## config.mk

```make
export PLATFORM = sky130hd
export DESIGN_NAME = game_ctrl_flat
export DESIGN_NICKNAME = d
export VERILOG_FILES = /design/src/rtl/game_ctrl_if.sv /design/src/rtl/game_ctrl.sv /design/src/flat_wrapper.sv
export SDC_FILE = /design/constraint.sdc
export NUM_CORES = 1
export LEC_CHECK = 0
export ABC_CLOCK_PERIOD_IN_PS = 4000
export CORE_ASPECT_RATIO = 0.7
export CORE_UTILIZATION = 61
export CTS_CLUSTER_SIZE = 20
export DETAILED_ROUTE_END_ITERATION = 10
export GPL_ROUTABILITY_DRIVEN = 0
export PLACE_DENSITY_LB_ADDON = 0.25
export SLEW_MARGIN = 20
export SYNTH_ARGS = -nofsm -noshare
export SYNTH_HDL_FRONTEND = slang
export SYNTH_SLANG_ARGS = --single-unit
export TNS_END_PERCENT = 5
```

## constraint.sdc

```tcl
create_clock -name CLK100MHZ -period 4 [get_ports CLK100MHZ]
set_input_delay 1 -clock CLK100MHZ [delete_from_list [all_inputs] [get_ports CLK100MHZ]]
set_output_delay 1 -clock CLK100MHZ [all_outputs]
set_load 0.01 [all_outputs]
```

## src/rtl/game_ctrl_if.sv

```systemverilog
// Whack-a-mole controller bus: game inputs from buttons/timer and the
// controller's outputs toward the display and countdown timer.
interface game_ctrl_if;
  logic       start;
  logic [3:0] whack;
  logic       gameend;
  logic       gamestart;
  logic [5:0] gametime;
  logic [3:0] mole;
  logic [7:0] score;
  logic [1:0] state;

  modport master (
    output start, whack, gameend,
    input  gamestart, gametime, mole, score, state
  );

  modport slave (
    input  start, whack, gameend,
    output gamestart, gametime, mole, score, state
  );
endinterface

```

## src/rtl/game_ctrl.sv

```systemverilog
// Whack-a-mole game controller: alternates a mole-free gap with a random
// mole phase, counts hits and stops when the countdown timer expires.
module game_ctrl #(
  parameter int GAME_SECONDS = 30,
  parameter int GAP_CYCLES   = 25_000_000,
  parameter int MOLE_CYCLES  = 75_000_000
) (
  input  logic        CLK100MHZ,
  input  logic        reset,
  game_ctrl_if.slave  io
);

  typedef enum logic [1:0] {
    S_IDLE = 2'd0,
    S_GAP  = 2'd1,
    S_UP   = 2'd2,
    S_OVER = 2'd3
  } state_t;

  localparam logic [26:0] GAP_LAST  = 27'(GAP_CYCLES - 1);
  localparam logic [26:0] MOLE_LAST = 27'(MOLE_CYCLES - 1);

  state_t      r_state, w_state_next;
  logic [26:0] r_cnt, w_cnt_next;
  logic [7:0]  r_lfsr, w_lfsr_next;
  logic [7:0]  r_score, w_score_next;
  logic [3:0]  r_mole, w_mole_next;
  logic [1:0]  r_prev, w_prev_next;
  logic [1:0]  w_idx;
  logic        r_gamestart;
  logic        w_hit;

  // Fibonacci LFSR for x^8+x^6+x^5+x^4+1; primitive, so a nonzero seed never hits zero
  assign w_lfsr_next = {r_lfsr[6:0], r_lfsr[7] ^ r_lfsr[5] ^ r_lfsr[4] ^ r_lfsr[3]};
  assign w_idx       = (r_lfsr[1:0] == r_prev) ? r_lfsr[1:0] + 2'd1 : r_lfsr[1:0];
  assign w_hit       = |(io.whack & r_mole);

  always_comb begin
    w_state_next = r_state;
    w_cnt_next   = r_cnt;
    w_score_next = r_score;
    w_mole_next  = r_mole;
    w_prev_next  = r_prev;
    case (r_state)
      S_IDLE, S_OVER: begin
        if (io.start) begin
          w_state_next = S_GAP;
          w_cnt_next   = '0;
          w_score_next = '0;
          w_mole_next  = '0;
        end
      end
      S_GAP: begin
        if (io.gameend) begin
          w_state_next = S_OVER;
          w_cnt_next   = '0;
        end else if (r_cnt == GAP_LAST) begin
          w_state_next = S_UP;
          w_cnt_next   = '0;
          w_mole_next  = 4'b0001 << w_idx;
          w_prev_next  = w_idx;
        end else begin
          w_cnt_next = r_cnt + 27'd1;
        end
      end
      S_UP: begin
        // gameend wins over a hit; a hit wins over the timeout
        if (io.gameend) begin
          w_state_next = S_OVER;
          w_cnt_next   = '0;
          w_mole_next  = '0;
        end else if (w_hit) begin
          w_state_next = S_GAP;
          w_cnt_next   = '0;
          w_mole_next  = '0;
          w_score_next = (r_score == 8'hFF) ? r_score : r_score + 8'd1;
        end else if (r_cnt == MOLE_LAST) begin
          w_state_next = S_GAP;
          w_cnt_next   = '0;
          w_mole_next  = '0;
        end else begin
          w_cnt_next = r_cnt + 27'd1;
        end
      end
      default: begin
        w_state_next = S_IDLE;
        w_cnt_next   = '0;
        w_mole_next  = '0;
      end
    endcase
  end

  always_ff @(posedge CLK100MHZ) begin
    if (reset) begin
      r_state     <= S_IDLE;
      r_cnt       <= '0;
      r_lfsr      <= 8'hA5;
      r_score     <= '0;
      r_mole      <= '0;
      r_prev      <= '0;
      r_gamestart <= 1'b0;
    end else begin
      r_state     <= w_state_next;
      r_cnt       <= w_cnt_next;
      r_lfsr      <= w_lfsr_next;
      r_score     <= w_score_next;
      r_mole      <= w_mole_next;
      r_prev      <= w_prev_next;
      r_gamestart <= (w_state_next == S_GAP) || (w_state_next == S_UP);
    end
  end

  assign io.state     = r_state;
  assign io.mole      = r_mole;
  assign io.score     = r_score;
  assign io.gamestart = r_gamestart;
  assign io.gametime  = 6'(GAME_SECONDS);

endmodule

```

## src/flat_wrapper.sv

```systemverilog
// flat-port wrapper written by rule: the top's interface ports become plain ports
module game_ctrl_flat 
#(
  parameter int GAME_SECONDS = 30,
  parameter int GAP_CYCLES   = 25_000_000,
  parameter int MOLE_CYCLES  = 75_000_000
)
  (CLK100MHZ, reset, io_start, io_whack, io_gameend, io_gamestart, io_gametime, io_mole, io_score, io_state);
  game_ctrl_if io_i ();
  input  logic CLK100MHZ;
  input  logic reset;
  input wire logic [$bits(io_i.start)-1:0] io_start;
  input wire logic [$bits(io_i.whack)-1:0] io_whack;
  input wire logic [$bits(io_i.gameend)-1:0] io_gameend;
  output wire logic [$bits(io_i.gamestart)-1:0] io_gamestart;
  output wire logic [$bits(io_i.gametime)-1:0] io_gametime;
  output wire logic [$bits(io_i.mole)-1:0] io_mole;
  output wire logic [$bits(io_i.score)-1:0] io_score;
  output wire logic [$bits(io_i.state)-1:0] io_state;
  assign io_i.start = io_start;
  assign io_i.whack = io_whack;
  assign io_i.gameend = io_gameend;
  assign io_gamestart = io_i.gamestart;
  assign io_gametime = io_i.gametime;
  assign io_mole = io_i.mole;
  assign io_score = io_i.score;
  assign io_state = io_i.state;
  game_ctrl #(.GAME_SECONDS(GAME_SECONDS), .GAP_CYCLES(GAP_CYCLES), .MOLE_CYCLES(MOLE_CYCLES)) u_core (.CLK100MHZ(CLK100MHZ), .reset(reset), .io(io_i));
endmodule
```

==> impl_metrics.toml, run 1 <==
[outcome]
status = "complete, but fails checks"
failed_checks = "DRC"

[worst_hold_path]
hold_depth = 1
min_to = "u_core.r_lfsr[7]"
worstHoldPathType = "reg -> reg"
hold_start = "u_core.r_lfsr[6]"

[synth]
netlist.area_leader.share_pct = 37.3
synth-seq-cells = 52
synth_ff_type = "dfxtp_1"
synth.most_common_cell = "dfxtp_1"
ys_warn_count = 0
yosysTopAreaCell = "dfxtp_1"
yosysUniqueCellTypes = 59
async_flop_share_pct = 0
synth-edff-count = 0
netlist_top_cells_area = "dfxtp_1 (37%), o21ai_0 (4.8%), a21oi_1 (4.7%)"
netlist_top_cells_count = "dfxtp_1 (52), nand2_1 (28), o21ai_0 (27), a21oi_1 (26), nor2_1 (25)"
synth.avg_cell_area_um2 = 8.23
syn_inst = 339
synth_area_mm2 = 0.00279
yosysSeqAreaShare_pct = 37.3

[route]
drc = 1
routed_wl_mm = 5.98
vias = 2500
firstDrtPassIters = 8
drtAntennaViolNets = 0
drt_iter0_drc = 201
drt-vias-per-instance = 6.05
wl_per_cell_um = 14.5

[layout]
drive_gt1_share_pct = 8.38
fin_cells = 413
antenna_cells = 0
fin_area_mm2 = 0.00307
syn_to_final_growth_pct = 9.96
fin_util_pct = 70.4
nNetsFinal = 370

[die]
die_area_mm2 = 0.00485
rows = 20
die_w_um = 82.8
io_pins = 29
initial_core_util_pct = 64.1
die_h_um = 58.6
core_mm2 = 0.00435

[pwr]
powerDensity_mw_per_mm2 = 329
power.total_mw = 1.01
leakagePower_nw = 1.04
ir_drop_v = 0.000359

[sta]
worst_pin_slew_ns = 0.576
slew_headroom_pct = 61.3
rsz0062_at_grt = "false"
setup_viol = 0
hold_viol_final = 0
clock-skew-final_ns = 0.00719
slew_violations = 0
tns_ns = 0
fmax_ghz = 0.323
fin_crit_sh_pct = 77.4
period_needed_ns = 3.10

[global_routing]
grt-ovfl-total = 0
grt_pass1_wl_mm = 10.1
use_met3_pct = 4.63
antenna_found_initial = 0
grtUsageMet1_pct = 37.7
grt_pass1_vias = 2140
grt_use_total_pct = 25.5
grt_max_degree = 30
top_usage_layer = "met2"
use_met2_pct = 39.3

[worst_setup_path]
crit_buf_inv = 1
crit_slowest_cell = "or4b_2"
worstPathMaxFanout = 13
max_stage_delay_ns = 0.64
rr_worst_depth = 8
reg2reg_from = "u_core.io.state[0]"
critical_path.top_delay_family = "simple AND/OR/NAND/NOR gates"
r2r-end = "u_core.r_cnt[24]"
end_kind = "register"
cp-start-kind = "input pin"
ff2ff_setup_slack_ns = 1.09
worstPathCellList = "clkdlybuf4s50_1 -> or4b_2 -> nor3_1 -> o21ai_2 -> and2_2 -> or4_1 -> nand3_1"
crit_type = "in -> reg"
arrival_ns = 3.34
cp_data_required_time_ns = 4.24

[place]
portBuffers = 22
hpwl_mm = 4.30
dpl_cell_area_mm2 = 0.00299
place_inst = 406

[job]
cap_violations = 0

[clock_tree]
cts_hold_buf = 0
clk_latency_ns = 0.30
cts_tree = "built"
post-cts-setup-buffer-count = 0
h-tree-depth = 2
clockBufferDepth = 2
cts.clk_slew.worst_paths_ns = 0.09
cts_root_buffer = "clkbuf_8"
cts_buffers = 5
ctsResizeCount = 0
cts_sinks = 52
area by class of cell:
cell class                 count  area (um2)
clock buffer                   6        72.6
timing repair buffer          29         273
multi-input combinational    255        1550
sequential                    52        1040
clock inverter                 1        5.00
fill                         361        1290
inverter                      15        56.3
tap                           55        68.8
registers in the layout (all words and copies together) (netlist names):
register and flops:
u_core.r_lfsr 8, u_core.io.gamestart 1, u_core.r_cnt 27, u_core.r_prev 2, u_core.io.score 8, u_core.io.mole 4
u_core.io.state 2
cells by family (layout without fill, tap and decap cells):
family	after synthesis	in the layout	share of synthesized area, %
adder cells (fa/ha/maj)	4	4	1.79
multiplexers	7	7	2.51
other	2	6	0.269
buffers and inverters	36	51	7.63
AND/OR/NAND/NOR	139	139	27.4
XOR/XNOR	12	12	3.77
flip-flops	52	52	37.3
AO/OA/AOI/OAI	87	87	19.3
where the power goes:
group          leakage [nW]  switching [mW]  internal, mW
Combinational         0.581          0.0963        0.0764
Clock                0.0410           0.165         0.120
Sequential            0.422          0.0164         0.534
cells in the final DEF (no fill, tap or decap), types with 2 or more instances in the layout:
cell	count
or4_1	3
o22ai_1	2
ha_1	4
nor2_1	25
o21ai_1	3
xor2_1	9
buf_4	7
o211ai_1	2
or3_1	8
nor3_2	2
or2_2	4
nor4bb_1	2
a21oi_1	26
xnor2_1	3
conb_1	6
a22oi_1	2
clkdlybuf4s50_1	22
nand2_1	28
nand2b_1	5
o21ai_2	2
nand3_1	17
dfxtp_1	52
and4_1	3
nand4_1	10
o21ai_0	27
nor2b_1	5
inv_1	15
nor3_1	7
mux2i_1	7
a22o_1	4
a31oi_1	5
clkbuf_8	5
and3_1	7
a32oi_1	2
o221ai_1	2
metrics by stage:
stage / setup slack, ns / hold slack (ns)
floorplan: 1.14 / 0.389
global placement: 0.636 / 0.392
detailed placement: 0.626 / 0.404
CTS: 0.931 / 0.428
global route: 0.800 / 0.461
finish: 0.905 / 0.428
routing by layer:
| layer | share of wire, % | routed length [um] | vias up |
|---|---|---|---|
| li1 | - | - | 1247 |
| met1 | 51 | 3070 | 1179 |
| met2 | 43 | 2550 | 70 |
| met3 | 5.6 | 336 | 4 |
| met4 | 0.42 | 25 | 0 |
| met5 | 0 | 0 | - |
how the worst max path moves through the flow:
stage | startpoint | endpoint | cells past startpoint
6_report | io_gameend | u_core.r_cnt[24] | 7
5_1_grt | io_gameend | u_core.r_cnt[24] | 7
4_1_cts | io_gameend | u_core.r_cnt[24] | 7
3_5_place_dp | io_gameend | u_core.r_cnt[24] | 7
3_3_place_gp | io_gameend | u_core.r_cnt[24] | 7
2_1_floorplan | io_gameend | u_core.r_cnt[24] | 7
(Power assumes the default switching activity.)
==> run 2, diff against run 1 <==
- ABC_CLOCK_PERIOD_IN_PS: 4000 -> 3200
- CORE_UTILIZATION: 61 -> 56
- clock period: 4 -> 3.2 ns (I/O delays scaled with it)
==> impl_metrics.toml, run 2 (synthesis results as in run 1) <==
[sta]
slew_headroom_pct = 61.3
fmax_ghz = 0.351
hold_viol_final = 0
fin_crit_sh_pct = 89.0
period_needed_ns = 2.85
tns_ns = 0
worst_pin_slew_ns = 0.577
rsz0062_at_grt = "false"
setup_viol = 0
worst_hold_slack_ns = 0.421
clock-skew-final_ns = 0.00693
slew_violations = 0

[clock_tree]
post-cts-setup-buffer-count = 0
cts.clk_slew.worst_paths_ns = 0.11
h-tree-depth = 2
cts_sinks = 52
ctsResizeCount = 0
cts_root_buffer = "clkbuf_8"
cts_hold_buf = 0
clk_latency_ns = 0.31
clockBufferDepth = 2
cts_buffers = 5
cts_tree = "built"

[die]
initial_core_util_pct = 58.3
die_w_um = 86.4
io_pins = 29
core_mm2 = 0.00478
die_h_um = 61.0
die_area_mm2 = 0.00527
rows = 21

[route]
firstDrtPassIters = 5
wl_per_cell_um = 13.9
drtAntennaViolNets = 0
drt_iter0_drc = 139
drc = 0
routed_wl_mm = 6.00
vias = 2468
drt-vias-per-instance = 5.73

[global_routing]
grt_pass1_wl_mm = 10.3
grt_pass1_vias = 2186
grt_max_degree = 23
grt-ovfl-total = 0
grt_use_total_pct = 24.9
antenna_found_initial = 0

[worst_setup_path]
cp_data_required_time_ns = 3.45
worstPathMaxFanout = 12
end_kind = "register"
cp-start-kind = "register"
arrival_ns = 3.09
crit_type = "reg -> reg"

[pwr]
powerDensity_mw_per_mm2 = 421
leakagePower_nw = 1.07
ir_drop_v = 0.000249

[place]
hpwl_mm = 4.42
place_inst = 423
portBuffers = 22

[layout]
largest_reg_flops = 27
nFillCells = 430
layout_commonest_cell = "dfxtp_1"
regArea_mm2 = 0.00104
regMostFlops = "u_core.r_cnt"
fin_cells = 431
multi_input_area_mm2 = 0.00155
nNetsFinal = 373
drive_gt1_share_pct = 9.67
antenna_cells = 0
final_cell_mix = "dfxtp_1 (52), nand2_1 (28), o21ai_0 (27), a21oi_1 (26), nor2_1 (25)"
syn_to_final_growth_pct = 12.1

[worst_hold_path]
worstHoldPathType = "reg -> reg"

[job]
cap_violations = 0

[outcome]
status = "finished clean"
run 2: cell types whose count changed in the layout (fill, tap and decap cells not counted), sizes merged:
cell	delta
inv	+3
clkinv	-1
clkbuf	-1
buf	+3
run 2: path summary, 6_finish.rpt:
path	start	to	slack, ns	cells past startpoint
worst min-delay path	u_core.r_lfsr[6]	u_core.r_lfsr[7]	0.42	1
worst min register to register	u_core.r_lfsr[6]	u_core.r_lfsr[7]	0.42	1
worst max-delay path	u_core.io.state[0]	u_core.r_cnt[14]	0.35	9
worst max register to register	u_core.io.state[0]	u_core.r_cnt[14]	0.35	9
run 2: power by group:
group | internal [mW] | switching (mW)
Sequential | 0.668 | 0.0217
Clock | 0.166 | 0.245
Combinational | 0.0967 | 0.120
run 2: critical path: stages (launching register included):
cell and delay (ns):
dfxtp_1 0.41, inv_1 0.10, ha_1 0.44, or4b_2 0.70
nor3_1 0.23, o21ai_2 0.09, and2_2 0.22, buf_4 0.17
or3_1 0.34, o21ai_0 0.08
run 2: metal layers:
layer / global-route usage [%] / vias to the layer above / wire length (um)
met5: 0 / - / 0
met4: 7.14 / 0 / 46
met3: 5.09 / 6 / 315
met2: 37.8 / 73 / 2470
met1: 36.4 / 1130 / 3170
li1: - / 1259 / -
run 2: layout make-up:
class	instances	area share [%]
multi-input combinational	255	49.6
clock buffer	5	2.20
sequential	52	33.3
tap	69	2.76
clock inverter	3	0.920
inverter	15	1.80
timing repair buffer	32	9.44
run 2: metrics by stage:
stage                     setup WS, ns  cell area [um2]  util [%]  total power [mW]
after floorplan                  0.544             2800         -             0.859
after global placement           0.194             3030      63.3             0.913
after detailed placement         0.114             3030      63.3             0.918
after CTS                        0.378             3130      65.4              1.33
after global routing             0.201             3130      65.4              1.39
final                            0.352             3130      65.4              1.32
==> run 3, diff against run 2 <==
- ABC_AREA: not set -> 0
==> results of run 3 <==
Final layout, timing and power as in run 2 (identical DEF).
==> RTL edit 1 (config.mk and constraints of run 2) <==
`GAP_CYCLES` is set to 25_000_000 in 2 places; all go to 12_500_000.
--- a/src/rtl/game_ctrl.sv
+++ b/src/rtl/game_ctrl.sv
@@ -3,5 +3,5 @@
 module game_ctrl #(
   parameter int GAME_SECONDS = 30,
-  parameter int GAP_CYCLES   = 25_000_000,
+  parameter int GAP_CYCLES   = 12_500_000,
   parameter int MOLE_CYCLES  = 75_000_000
 ) (
--- a/src/flat_wrapper.sv
+++ b/src/flat_wrapper.sv
@@ -3,5 +3,5 @@
 #(
   parameter int GAME_SECONDS = 30,
-  parameter int GAP_CYCLES   = 25_000_000,
+  parameter int GAP_CYCLES   = 12_500_000,
   parameter int MOLE_CYCLES  = 75_000_000
 )
Check against the original RTL: same outputs for any inputs over 10 cycles, from zero or initial values and one cycle with reset high; that may be too few to reach the edited logic, so the function may still have changed.
==> RTL edit 1 against run 2 <==
Critical endpoint is now u_core.io.mole[2]. Wire length hardly changed. Largest cell class unchanged. Setup slack better by 0.087 ns. Utilization is 0.34 points lower. Critical path depth is 3 lower. Highest routed layer unchanged. Area after synthesis is 0.31% higher. Cell area is 0.52% lower. Sequential cell count stayed put. Count of clock-buffer cells in the layout is 1 higher.
Power is not compared: it rests on default switching activity, and its combinational part moved more than twofold at a synthesized area within 25%.
==> RTL edit 1: results (changes against run 2) <==
\begin{tabular}{lr}
\hline
Metric & Value \\
\hline
\multicolumn{2}{l}{\textbf{Clocking}} \\
\quad Clock transition time at the flip-flop clock pins of the worst setup and hold paths & 0.09 ns (was 0.11 ns) \\
\multicolumn{2}{l}{\textbf{Setup path}} \\
\quad Number of cells traversed by the worst register-to-register path & 6 (was 9) \\
\quad Worst-case register-to-register setup slack & 0.44 ns (was 0.35 ns) \\
\quad Endpoint arrival time on the critical path & 3.00 ns (was 3.09 ns) \\
\multicolumn{2}{l}{\textbf{Run status}} \\
\quad Result of the run & finished clean (unchanged) \\
\multicolumn{2}{l}{\textbf{Placement}} \\
\quad Post-detailed-placement cell area & 0.00302 mm\^{}2 (was 0.00303 mm\^{}2) \\
\quad Place WS & 0.209 ns (was 0.114 ns) \\
\quad Half-perimeter wire length of the detailed placement result & 4.18 mm (was 4.42 mm) \\
\multicolumn{2}{l}{\textbf{Timing}} \\
\quad Worst hold margin & 0.421 ns (about the same) \\
\quad Remaining max-slew budget at the tightest pin & 57.8\% (was 61.3\%) \\
\quad Max Clock Skew & 0.00562 ns (was 0.00693 ns) \\
\multicolumn{2}{l}{\textbf{Final layout}} \\
\quad Clock Buffer Count & 6 (was 5) \\
\quad Count of plain and timing-repair buffers & 28 (was 32) \\
\quad Filler cells & 424 (was 430) \\
\quad Non-clock buffer contribution to total cell area & 8.93\% (was 9.44\%) \\
\quad Share of cells above drive strength 1 & 7.51\% (was 9.67\%) \\
\quad Net count of the finished layout & 357 (was 373) \\
\quad Multi-input comb cells & 251 (was 255) \\
\multicolumn{2}{l}{\textbf{Yosys}} \\
\quad Top cells by area in the synthesized netlist & sky130\_fd\_sc\_hd\_\_dfxtp\_1 37\%, sky130\_fd\_sc\_hd\_\_a311oi\_1 7.2\%, sky130\_fd\_sc\_hd\_\_nand2\_1 4.8\%, sky130\_fd\_sc\_hd\_\_nor2\_1 3.5\%, sky130\_fd\_sc\_hd\_\_nand3\_1 3.2\% (was sky130\_fd\_sc\_hd\_\_dfxtp\_1 37\%, sky130\_fd\_sc\_hd\_\_o21ai\_0 4.8\%, sky130\_fd\_sc\_hd\_\_a21oi\_1 4.7\%, sky130\_fd\_sc\_hd\_\_nand2\_1 3.8\%, sky130\_fd\_sc\_hd\_\_nor2\_1 3.4\%) \\
\quad Portion of the post-synthesis area used by sequential elements & 37.2\% (was 37.3\%) \\
\multicolumn{2}{l}{\textbf{Routing}} \\
\quad Iteration-0 DRC Markers & 191 (was 139) \\
\quad Final routed wire length divided by cell count & 14.5 um (was 13.9 um) \\
\multicolumn{2}{l}{\textbf{Global routing}} \\
\quad Vias in the first global route & 2019 (was 2186) \\
\quad Maximum number of pins on one net before global-route repair & 53 (was 23) \\
\quad Overall Global Routing Usage & 23.0\% (was 24.9\%) \\
\hline
\end{tabular}
-- RTL edit 1: cell count changes after synthesis, moves of 6 or more --
cell	before	now
sky130_fd_sc_hd__inv_1	15	7
sky130_fd_sc_hd__nand2_1	28	36
sky130_fd_sc_hd__o21ai_0	27	10
sky130_fd_sc_hd__a41oi_1	1	7
sky130_fd_sc_hd__clkbuf_1	5	18
sky130_fd_sc_hd__or3_1	8	2
sky130_fd_sc_hd__a21oi_1	26	15
sky130_fd_sc_hd__a311oi_1	1	23
-- RTL edit 1: kinds of logic after synthesis --
| family | after synthesis | synth area share, % |
|---|---|---|
| AO/OA/AOI/OAI | 85 | 22.5 |
| XOR/XNOR | 11 | 3.44 |
| adder cells (fa/ha/maj) | 4 | 1.79 |
| buffers and inverters | 38 | 7.07 |
| flip-flops | 52 | 37.2 |
| multiplexers | 4 | 1.48 |
| other | 2 | 0.268 |
| AND/OR/NAND/NOR | 141 | 26.2 |
-- RTL edit 1: worst max path at each step --
stage / endpoint / slack, ns / cells past startpoint
final: u_core.io.mole[2] / 0.44 / 6
after floorplan: u_core.r_cnt[21] / 0.39 / 8
after global routing: u_core.io.mole[2] / 0.36 / 6
after detailed placement: u_core.r_cnt[9] / 0.21 / 8
after CTS: u_core.io.mole[2] / 0.45 / 6
after global placement: u_core.r_cnt[16] / 0.34 / 8
-- RTL edit 1: power groups by stage --
stage | sequential [mW] | clock, mW | combinational, mW
floorplan | 0.733 | 0 | 0.364
global placement | 0.733 | 0 | 0.528
detailed placement | 0.734 | 0 | 0.535
CTS | 0.719 | 0.386 | 0.539
global route | 0.726 | 0.410 | 0.591
finish | 0.718 | 0.376 | 0.541
-- RTL edit 1: through the flow --
stage	cells	utilization, %
floorplan	341	-
global placement	407	63.1
detailed placement	407	63.1
CTS	415	65.0
global route	415	65.0
finish	415	65.0
-- RTL edit 1: critical path: stages, from the launching register on --
cell and delay [ns]:
sky130_fd_sc_hd__dfxtp_1 0.42, sky130_fd_sc_hd__or4bb_1 0.52, sky130_fd_sc_hd__or4_4 0.57, sky130_fd_sc_hd__o31a_1 0.31, sky130_fd_sc_hd__a311o_4 0.36, sky130_fd_sc_hd__or3b_1 0.38, sky130_fd_sc_hd__a21oi_2 0.14
-- RTL edit 1: layer usage --
metal / track usage (%) / vias up / routed length (um)
li1: - / 1269 / -
met1: 35.1 / 1171 / 3180
met2: 33.3 / 75 / 2480
met3: 4.56 / 4 / 312
met4: 5.24 / 0 / 32
met5: 0 / - / 0
==> RTL edit 2 (config.mk and constraints of run 2) <==
Without the edit above. Make the reset (`reset`) asynchronous in one clocked block.
--- a/src/rtl/game_ctrl.sv
+++ b/src/rtl/game_ctrl.sv
@@ -91,5 +91,5 @@
   end
 
-  always_ff @(posedge CLK100MHZ) begin
+  always_ff @(posedge CLK100MHZ or posedge reset) begin
     if (reset) begin
       r_state     <= S_IDLE;
Function: differs if reset is asserted again (counterexample within 4 cycles, from zero or initial values and one cycle with reset high); with reset held inactive, the same outputs for 10 cycles.
==> RTL edit 2 against run 2 <==
Sequential cell count is the same. Non-clock buffer count fell by 2. Setup slack better by 0.17 ns. Global-route usage rose by 2.8 points. Cell area up 15%. Wire length grew 28%. Utilization is 1.0 points higher. Area after synthesis up 17%. Count of clock-buffer cells in the layout increased by 1. Clock skew grew 0.0012 ns. Highest routed layer unchanged.
Power is not compared: it rests on default switching activity, and its combinational part moved more than twofold at a synthesized area within 25%.
==> RTL edit 2: results (changes against run 2) <==
\begin{tabular}{lr}
\hline
Metric & Value \\
\hline
\multicolumn{2}{l}{\textbf{Routing}} \\
\quad First-pass DRT Iterations & 6 (was 5) \\
\quad Final Routed Wirelength & 7.69 mm (was 6.00 mm) \\
\quad Final routed wire length divided by cell count & 17.0 um (was 13.9 um) \\
\quad Via/cell ratio & 6.40 (was 5.73) \\
\multicolumn{2}{l}{\textbf{Final layout}} \\
\quad Share of cells above drive strength 1 & 8.95\% (was 9.67\%) \\
\quad Filler cells & 439 (was 430) \\
\quad Net count of the finished layout & 391 (was 373) \\
\multicolumn{2}{l}{\textbf{Setup path}} \\
\quad Slowest CP cell & sky130\_fd\_sc\_hd\_\_o311a\_1 (was sky130\_fd\_sc\_hd\_\_or4b\_2) \\
\quad Cell family contributing the most delay on the critical path & compound AO/OA/AOI/OAI gates (was simple AND/OR/NAND/NOR gates) \\
\quad Endpoint arrival time on the critical path & 2.86 ns (was 3.09 ns) \\
\quad CP max stage delay & 0.46 ns (was 0.70 ns) \\
\quad Worst setup path startpoint & u\_core.r\_cnt[15] (was u\_core.io.state[0]) \\
\multicolumn{2}{l}{\textbf{Clocking}} \\
\quad Clock transition time at the flip-flop clock pins of the worst setup and hold paths & 0.09 ns (was 0.11 ns) \\
\multicolumn{2}{l}{\textbf{Yosys}} \\
\quad Xor/xnor cell area share of the yosys netlist & 1.08\% (was 3.77\%) \\
\quad Synthesized netlist cell count & 370 (was 339) \\
\quad Portion of the post-synthesis area used by sequential elements & 40.1\% (was 37.3\%) \\
\quad Netlist cell types & 61 (was 59) \\
\multicolumn{2}{l}{\textbf{Placement}} \\
\quad Cell Count Post-Placement & 444 (was 423) \\
\quad Post-detailed-placement cell area & 0.00349 mm\^{}2 (was 0.00303 mm\^{}2) \\
\quad Place WS & 0.420 ns (was 0.114 ns) \\
\multicolumn{2}{l}{\textbf{Timing}} \\
\quad Max Clock Skew & 0.00810 ns (was 0.00693 ns) \\
\quad Worst hold margin & 0.370 ns (was 0.421 ns) \\
\multicolumn{2}{l}{\textbf{Hold path}} \\
\quad Worst Hold Depth & 0 (was 1) \\
\quad Worst hold start & u\_core.r\_lfsr[6] (unchanged) \\
\multicolumn{2}{l}{\textbf{Run status}} \\
\quad Result of the run & finished clean (unchanged) \\
\hline
\end{tabular}
==> RTL edit 2: changes by cell type after synthesis, sizes merged, moves of 7 or more <==
cell            run 2  this run
o221ai              3        17
xor2                9         2
nor2               25        16
dfrtp               0        48
o21ai              32        20
o2111ai             0        12
dfxtp              52         0
nand2              28        53
clkbuf              5        18
o211ai              3        16
a21oi              27         3
==> RTL edit 2: final cells by class <==
class | count | area (um^2) | area share, %
Clock buffer | 6 | 72.6 | 2.02
Clock inverter | 2 | 35.0 | 0.973
Inverter | 12 | 45.0 | 1.25
Multi-Input combinational cell | 278 | 1770 | 49.2
Sequential cell | 52 | 1310 | 36.3
Tap cell | 72 | 90.1 | 2.50
Timing Repair Buffer | 30 | 280 | 7.78
==> RTL edit 2: routing by layer <==
metal,track usage (%),up-vias,share of wire [%]
met2,40.3,120,43
li1,-,1399,-
met5,0,-,0
met4,6.73,0,0.75
met3,7.24,7,8.2
met1,41.0,1366,48
